`config.mk`:
```
export PLATFORM = sky130hd
export DESIGN_NAME = io_port_master
export DESIGN_NICKNAME = d
export VERILOG_FILES = /design/src/rtl/io_port_master.sv
export SDC_FILE = /design/constraint.sdc
export NUM_CORES = 1
export LEC_CHECK = 0
export ABC_AREA = 1
export BUFFER_PORTS_ARGS = -buffer_cell sky130_fd_sc_hd__buf_4
export CORE_AREA = 3 3 58 60
export CTS_CLUSTER_SIZE = 12
export DETAILED_ROUTE_END_ITERATION = 12
export DIE_AREA = 0 0 61 63
export PLACE_DENSITY = 0.75
export SLEW_MARGIN = 20
export SYNTH_ARGS = -nofsm -noshare
export SYNTH_HDL_FRONTEND = slang
export SYNTH_SLANG_ARGS = --single-unit
```
`constraint.sdc`:
```
create_clock -name sysclk -period 1.6 [get_ports sysclk]
set_input_delay 0.16 -clock sysclk [delete_from_list [all_inputs] [get_ports sysclk]]
set_output_delay 0.16 -clock sysclk [all_outputs]
set_load 0.02 [all_outputs]
```
`src/rtl/io_port_master.sv`:
```
// Command-driven master for a strobed 8-bit I/O port bus with interrupt acknowledge.
// Each command runs SETUP then STROBE; interrupt requests win over commands while idle.
module io_port_master #(
    parameter int unsigned ACK_IRQ = 1
) (
    input  logic       sysclk,
    input  logic       sysreset,
    input  logic       cmd_valid,
    output logic       cmd_ready,
    input  logic       cmd_write,
    input  logic [7:0] cmd_port,
    input  logic [7:0] cmd_wdata,
    output logic       rsp_valid,
    output logic [7:0] rsp_rdata,
    output logic [7:0] port_id,
    output logic [7:0] out_port,
    output logic       write_strobe,
    output logic       read_strobe,
    input  logic [7:0] in_port,
    input  logic       interrupt,
    output logic       interrupt_ack,
    output logic       irq_event
);

    typedef enum logic [1:0] {
        IDLE,
        SETUP,
        STROBE,
        ACK
    } state_t;

    state_t state;
    logic   guard;
    logic   write_q;
    logic   irq_take;

    // guard masks the request for the one cycle after an ack so a slow-clearing peripheral is not acked twice
    assign irq_take  = (ACK_IRQ != 0) && interrupt && !guard;
    assign cmd_ready = (state == IDLE) && !irq_take;

    always_ff @(posedge sysclk or negedge sysreset) begin
        if (!sysreset) begin
            state         <= IDLE;
            guard         <= 1'b0;
            write_q       <= 1'b0;
            port_id       <= '0;
            out_port      <= '0;
            write_strobe  <= 1'b0;
            read_strobe   <= 1'b0;
            interrupt_ack <= 1'b0;
            irq_event     <= 1'b0;
            rsp_valid     <= 1'b0;
            rsp_rdata     <= '0;
        end else begin
            write_strobe  <= 1'b0;
            read_strobe   <= 1'b0;
            rsp_valid     <= 1'b0;
            interrupt_ack <= 1'b0;
            irq_event     <= 1'b0;
            guard         <= 1'b0;
            case (state)
                IDLE: begin
                    if (irq_take) begin
                        state         <= ACK;
                        interrupt_ack <= 1'b1;
                        irq_event     <= 1'b1;
                    end else if (cmd_valid) begin
                        state   <= SETUP;
                        port_id <= cmd_port;
                        write_q <= cmd_write;
                        if (cmd_write) begin
                            out_port <= cmd_wdata;
                        end
                    end
                end
                SETUP: begin
                    state        <= STROBE;
                    write_strobe <= write_q;
                    read_strobe  <= !write_q;
                end
                STROBE: begin
                    state     <= IDLE;
                    rsp_valid <= 1'b1;
                    if (!write_q) begin
                        rsp_rdata <= in_port;
                    end
                end
                ACK: begin
                    state <= IDLE;
                    guard <= 1'b1;
                end
                default: state <= IDLE;
            endcase
        end
    end

endmodule
```
# [Yosys cells after proc, flatten, opt, wreduce, memory -nomap -nowiden]
# Cells that the tools add are included.
[word_totals] ff_bits=32 elab_cells=35
[op_classes] reduce_logical=10 mux=9 bitwise=2 n_eq_ne=4
[op_table] cell="$mux 1" count=6
[op_table] cell="$pmux 2 s3" count=1
[op_table] cell="$eq 2x2->1 const B" count=2
[op_table] cell="$mux 2" count=2
[op_table] cell="$reduce_and 4->1" count=1
[op_table] cell="$logic_not 1->1" count=3
[op_table] cell="$ne 3x3->1 const B" count=1
[op_table] cell="$reduce_and 3->1" count=1
[op_table] cell="$eq 2x1->1 const B" count=1
[op_table] cell="$logic_and 1x1->1" count=2
[op_table] cell="$logic_not 2->1" count=1
[op_table] cell="$not 1->1" count=2
[op_table] cell="$reduce_and 2->1" count=1
[op_table] cell="$reduce_or 2->1" count=1

# [Logic depth before layout (Yosys ltp)]
# Gate-level depths: netlist of run 1.
[logic_depth] word_depth=4 mapped_depth=6 ltp_nobuf=5

# [Worst setup path after synthesis of run 1]
# No wires, ideal clock.
[synth_timing] path_kind="register to output" start="register state[0]" end="output cmd_ready" arrival_time_ps=1151 path_stages_with_launch=4 path_slack_ps=289 required_time_ps=1440 path_cell_list="dfrtp_1 -> nor2_4 -> inv_1 -> a21oi_1"
[synth_between] elab_chain_len=2
[synth_rtl] element="start, declared" line="32" rtl="state_t state;"
[synth_rtl] element="start signal, assigned" line="43" rtl="state <= IDLE;"
[synth_rtl] element="start signal, assigned" line="64" rtl="state <= ACK;"
[synth_rtl] element="start signal, assigned" line="68" rtl="state <= SETUP;"
[synth_rtl] element="$logic_not 2->1" line="39" rtl="assign cmd_ready = (state == IDLE) && !irq_take;"
[synth_rtl] element="$logic_and 1x1->1" line="39"
[synth_rtl] element="end, declared" line="9" rtl="output logic cmd_ready,"
# No other way between the ends.

# [Worst setup path in the final report of run 1]
# Same ends and word-level chain as after synthesis.

==> results.sh, run 1 <==
export IMPL_status="completed"
export IMPL_final_area_sq_um=1819
export IMPL_cts_resized=0
export IMPL_cp_start_kind="flip-flop"
export IMPL_dpl_hpwl_microns=2201
export IMPL_worst_slew_pin_slew_ps=394.2
export IMPL_synth_common_cells="55 x nand2_1, 32 x dfrtp_1, 16 x nand4_1, 8 x nand3_1, 5 x inv_1"
export IMPL_drc=0
export IMPL_diodes=0
export IMPL_synthMuxAreaShare_pct=0
export IMPL_ant_nets=0
export IMPL_drv_slew=0
export IMPL_yosysMostFrequentCell="nand2_1"
export IMPL_synth_xor_area_share_pct=0
export IMPL_critPathRequiredTime_ps=1440
export IMPL_cts_tree="built"
export IMPL_layout_drive_gt1_share_pct=35.86
export IMPL_nets=226
export IMPL_num_vias=1164
export IMPL_firstDrtPassIters=4
export IMPL_crit_type="flip-flop to primary output"
export IMPL_finalSetupTns_ps=0
export IMPL_ir_drop_v=0.0008931
export IMPL_synth_compound_area_share_pct=1.168
export IMPL_end_kind="primary output"
export IMPL_critical_path_max_fanout=4
export IMPL_grt_max_degree=33
export IMPL_synthAdderAreaFrac_pct=0
export IMPL_clk_latency_ps=330
export IMPL_setup_viol=0
export IMPL_vias_per_cell=5.039
export IMPL_clockBufferDepth=2
export IMPL_netlist_instances=133
export IMPL_synth_main_ff_cell="dfrtp_1"
export IMPL_worst_r2r_cell_count=5
export IMPL_io_pins=59
export IMPL_die_width_microns=61
export IMPL_synth_top_family_by_area="simple AND/OR/NAND/NOR gates"
export IMPL_syn_area_per_cell_sq_um=9.662
export IMPL_finalClockSkew_ps=5.934
export IMPL_fmax_ghz=0.6908
export IMPL_post_drt_wl_per_cell_microns=12.71
export IMPL_syn_area_sq_um=1285
export IMPL_multiInputGateArea_sq_um=424.2
export IMPL_floorplan_initialDensity_pct=43.15
export IMPL_synth_cell_type_count=15
export IMPL_power_leakage_nw=1.014
export IMPL_grt_pass1_wl_microns=4981
export IMPL_fp_coreArea_sq_um=2978
export IMPL_wl_microns=2935
export IMPL_fin_crit_ps=1448
export IMPL_path_clk_slew_ps=90
export IMPL_synth_simple_area_share_pct=31.84
export IMPL_grt_pass1_vias=1096
export IMPL_min_path_type="input pin to flip-flop"
export IMPL_cts_root_buf="clkbuf_4"
export IMPL_numPortBuffers=58
export IMPL_hold_ws_ps=69.51
export IMPL_fillers=262
export IMPL_gp_congestion=0.7401
export IMPL_cts_sinks=32
export IMPL_grt_overflow=0
export IMPL_htreeDepth=2
export IMPL_rsz0062_at_grt="false"
export IMPL_dieHeight_microns=63
export IMPL_synthArstFlopShare_pct=100.0
export IMPL_p_per_area_nw_per_um2=2042
export IMPL_grt_usage_pct=17.52
export IMPL_grt_antenna_before_repair=0
export IMPL_area_growth_pct=41.58
export IMPL_yosys_warnings=0
export IMPL_seqCellArea_sq_um=800.8
export IMPL_synthTopCellsByArea="dfrtp_1 62%, nand2_1 16%, nand4_1 7.8%"
export IMPL_cts_inserted_buffers=5
export IMPL_ys_seq_area_share_pct=62.32
export IMPL_ys_seq_elements=32
export IMPL_cap_violations=0
export IMPL_syn_nets=162
export IMPL_die_area_sq_um=3843
export IMPL_maxSlewHeadroom_pct=73.72
export IMPL_drt_iter0_drc=82
export IMPL_place_area_sq_um=1743
export IMPL_cp_arrival_ps=1290
export IMPL_num_rows=20
export IMPL_hold_path_depth=3
export IMPL_fin_crit_sh_pct=90.48
export IMPL_finalHoldViolations=0
export IMPL_yosys_area_top_type_share_pct=62.32
export IMPL_synth_top_area_cell="dfrtp_1"
export IMPL_synth_edff_count=0
[metrics by stage]
step                power (mW)  setup slack [ps]  cells  util, %
finish                   3.715             152.3    231    61.09
global route             4.016             42.29    231    61.09
CTS                      3.765             127.0    231    61.09
detailed placement       3.249             277.4    221    58.53
global placement         3.204             306.4    221    58.53
floorplan                2.477             288.6    133        -
[cell type report]
cell class,instances,share of cell area (%)
Sequential cell,32,44.02
Timing Repair Buffer,62,25.72
Multi-Input combinational cell,89,23.32
Clock buffer,8,3.232
Tap cell,33,2.270
Inverter,7,1.444
[final timing paths]
path                            start      endpoint  slack, ps
setup / recovery             state[0]     cmd_ready        150
hold reg to reg               write_q   read_strobe        470
hold / removal             in_port[6]  rsp_rdata[6]         70
setup reg to reg             state[0]   out_port[5]        330
min in group asynchronous    sysreset    port_id[6]        290
max in group asynchronous    sysreset   out_port[5]       1020
[power breakdown]
| group | leakage, nW | internal, mW | switching [mW] |
|---|---|---|---|
| logic | 0.579 | 0.737 | 1.09 |
| registers | 0.402 | 1.18 | 0.241 |
| clock network | 0.0326 | 0.216 | 0.249 |
[cell families (layout without fill, tap and decap cells)]
logic type	after synthesis	in the layout
compound gates	3	3
buf+inv	12	77
flops	32	32
simple gates	86	86
[critical path, stage by stage, from the launching register on]
cell and delay, ps:
dfrtp_1 490, nor2_4 130, inv_1 80, a21oi_1 110, buf_4 150
[cell usage in the layout (no fill, tap or decap), drive strengths merged]
cell          n
nand4        16
nor2          5
dlygate4sd3   1
dfrtp        32
buf          61
o21ai         1
clkbuf        8
inv           5
nand2        55
clkinv        2
a21oi         2
nand3        10
[flip-flops by register name, indices dropped and copies added, names as in the netlist]
name,flops
rsp_rdata,8
write_q,1
write_strobe,1
port_id,8
rsp_valid,1
out_port,8
read_strobe,1
state,2
guard,1
irq_event,1
[routing by layer]
metal	GRT usage (%)	vias to the layer above	part of all wire, %
li1	-	564	-
met4	7.317	0	1.9
met1	23.09	534	44
met5	0	-	0
met2	25.53	59	45
met3	6.612	7	9.6
[what timing repair did]
action,4_1_cts,5_1_grt
setup buffers,1,0
hold endpoints to repair,32,0
setup endpoints to repair,1,0
hold buffers,1,0
Note: power is estimated with default switching activity, not from simulation.
==> inputs of run 2 (changes only) <==
- BUFFER_PORTS_ARGS: -buffer_cell sky130_fd_sc_hd__buf_4 -> unset
- DONT_BUFFER_PORTS: unset -> 1
- MAX_ROUTING_LAYER: unset -> met4
- PLACE_DENSITY: 0.75 -> unset
- clock period: 1.6 -> 1.3 ns (I/O delays scaled with it)
==> results.sh, run 2 (same netlist as run 1, synthesis figures left out) <==
export IMPL_slowest_stage="dfrtp_1"
export IMPL_nets=200
export IMPL_setup_viol=0
export IMPL_final_area_sq_um=1722
export IMPL_clk_latency_ps=320
export IMPL_p_per_area_nw_per_um2=2426
export IMPL_critPathRequiredTime_ps=1170
export IMPL_cts_tree="built"
export IMPL_worst_r2r_cell_count=5
export IMPL_cts_inserted_buffers=5
export IMPL_status="completed"
export IMPL_critical_path_max_fanout=2
export IMPL_dieHeight_microns=63
export IMPL_fin_util_pct=57.82
export IMPL_die_area_sq_um=3843
export IMPL_numPortBuffers=0
export IMPL_grt_usage_pct=18.57
export IMPL_fillers=253
export IMPL_grt_overflow=0
export IMPL_rsz0062_at_grt="true"
export IMPL_drt_iter0_drc=44
export IMPL_clockBufferDepth=2
export IMPL_cp_arrival_ps=1140
export IMPL_area_growth_pct=33.98
export IMPL_finalHoldViolations=0
export IMPL_num_vias=1086
export IMPL_critical_path_max_stage_delay_ps=420
export IMPL_cts_sinks=32
export IMPL_fin_crit_ps=1275
export IMPL_htreeDepth=2
export IMPL_finalClockSkew_ps=3.492
export IMPL_grt_pass1_vias=1115
export IMPL_fp_coreArea_sq_um=2978
export IMPL_fmax_ghz=0.7843
export IMPL_path_buf_inv=2
export IMPL_firstDrtPassIters=4
export IMPL_cts_root_buf="clkbuf_4"
export IMPL_dp_cells=166
export IMPL_power_mw=4.177
export IMPL_grt_max_degree=33
export IMPL_io_pins=59
export IMPL_place_area_sq_um=1330
export IMPL_dpl_hpwl_microns=1964
export IMPL_gp_congestion=0.7718
export IMPL_ir_drop_v=0.001214
export IMPL_maxSlewHeadroom_pct=75.25
export IMPL_power_leakage_nw=0.8764
export IMPL_hold_ws_ps=87.46
export IMPL_ant_nets=0
export IMPL_layout_drive_gt1_share_pct=14.62
export IMPL_hold_path_depth=2
export IMPL_drc=0
export IMPL_grt_antenna_before_repair=0
export IMPL_instances_no_fill=204
export IMPL_path_delay_family="flip-flops"
export IMPL_crit_type="flip-flop to primary output"
export IMPL_mostFrequentLayoutCells="53 x nand2_1, 32 x dfrtp_1, 26 x dlygate4sd3_1, 16 x nand4_1, 9 x buf_4"
export IMPL_num_rows=20
export IMPL_drv_slew=0
export IMPL_min_path_type="input pin to flip-flop"
export IMPL_place_ws_ps=90.19
export IMPL_path_clk_slew_ps=90
export IMPL_cp_start_kind="flip-flop"
export IMPL_finalSetupTns_ps=0
export IMPL_vias_per_cell=5.324
export IMPL_reg_top3="out_port: 8 flops, port_id: 8 flops, rsp_rdata: 8 flops"
export IMPL_die_width_microns=61
export IMPL_grt_pass1_wl_microns=5119
export IMPL_worst_slack_ps=25.02
export IMPL_floorplan_initialDensity_pct=43.15
export IMPL_diodes=0
export IMPL_path_depth=4
export IMPL_end_kind="primary output"
export IMPL_cap_violations=0
export IMPL_final_common_cell="nand2_1"
export IMPL_fin_crit_sh_pct=98.08
export IMPL_worst_slew_pin_slew_ps=371.5
export IMPL_wl_microns=3208
export IMPL_crit_path_cell_trace="nor2_4, inv_2, a21oi_2, buf_4"
export IMPL_post_drt_wl_per_cell_microns=15.73
run 2: repair_timing:
action,CTS,global route
hold buffers,27,0
pin swaps,1,0
resized for setup,2,3
buffers inserted,4,0
endpoints found under the hold margin,57,0
setup endpoints to repair,1,23
run 2: worst reg2reg max path, delay by kind of cell, from the launching register on:
kind | cells | cell delay, ps
buf+inv | 1 | 180
flops | 1 | 420
simple gates | 4 | 500
run 2: worst paths after layout:
kind                           start            to  slack, ps
max                         state[1]     cmd_ready         30
min reg2reg                  write_q   read_strobe        480
max reg2reg                 state[1]    port_id[1]        110
max in group asynchronous   sysreset   out_port[2]        890
min in group asynchronous   sysreset  rsp_rdata[4]        240
min                        interrupt     irq_event         90
run 2: routing by layer:
metal	track usage, %	wire (microns)
met1	20.05	1237
met2	30.48	1684
met3	6.405	268
met4	7.317	18
met5	-	0
run 2: where the power goes:
part	total (mW)	internal (mW)	switching (mW)
registers	2.30	1.45	0.846
clock network	0.619	0.307	0.312
logic	1.26	0.501	0.758
total	4.18	2.26	1.92
run 2: final cells by class:
type | instances | area, sq um | share of cell area, %
Inverter | 7 | 26.28 | 1.526
Clock buffer | 7 | 65.06 | 3.779
Timing Repair Buffer | 36 | 347.8 | 20.20
Sequential cell | 32 | 800.8 | 46.51
Multi-Input combinational cell | 89 | 440.4 | 25.58
Tap cell | 33 | 41.29 | 2.398
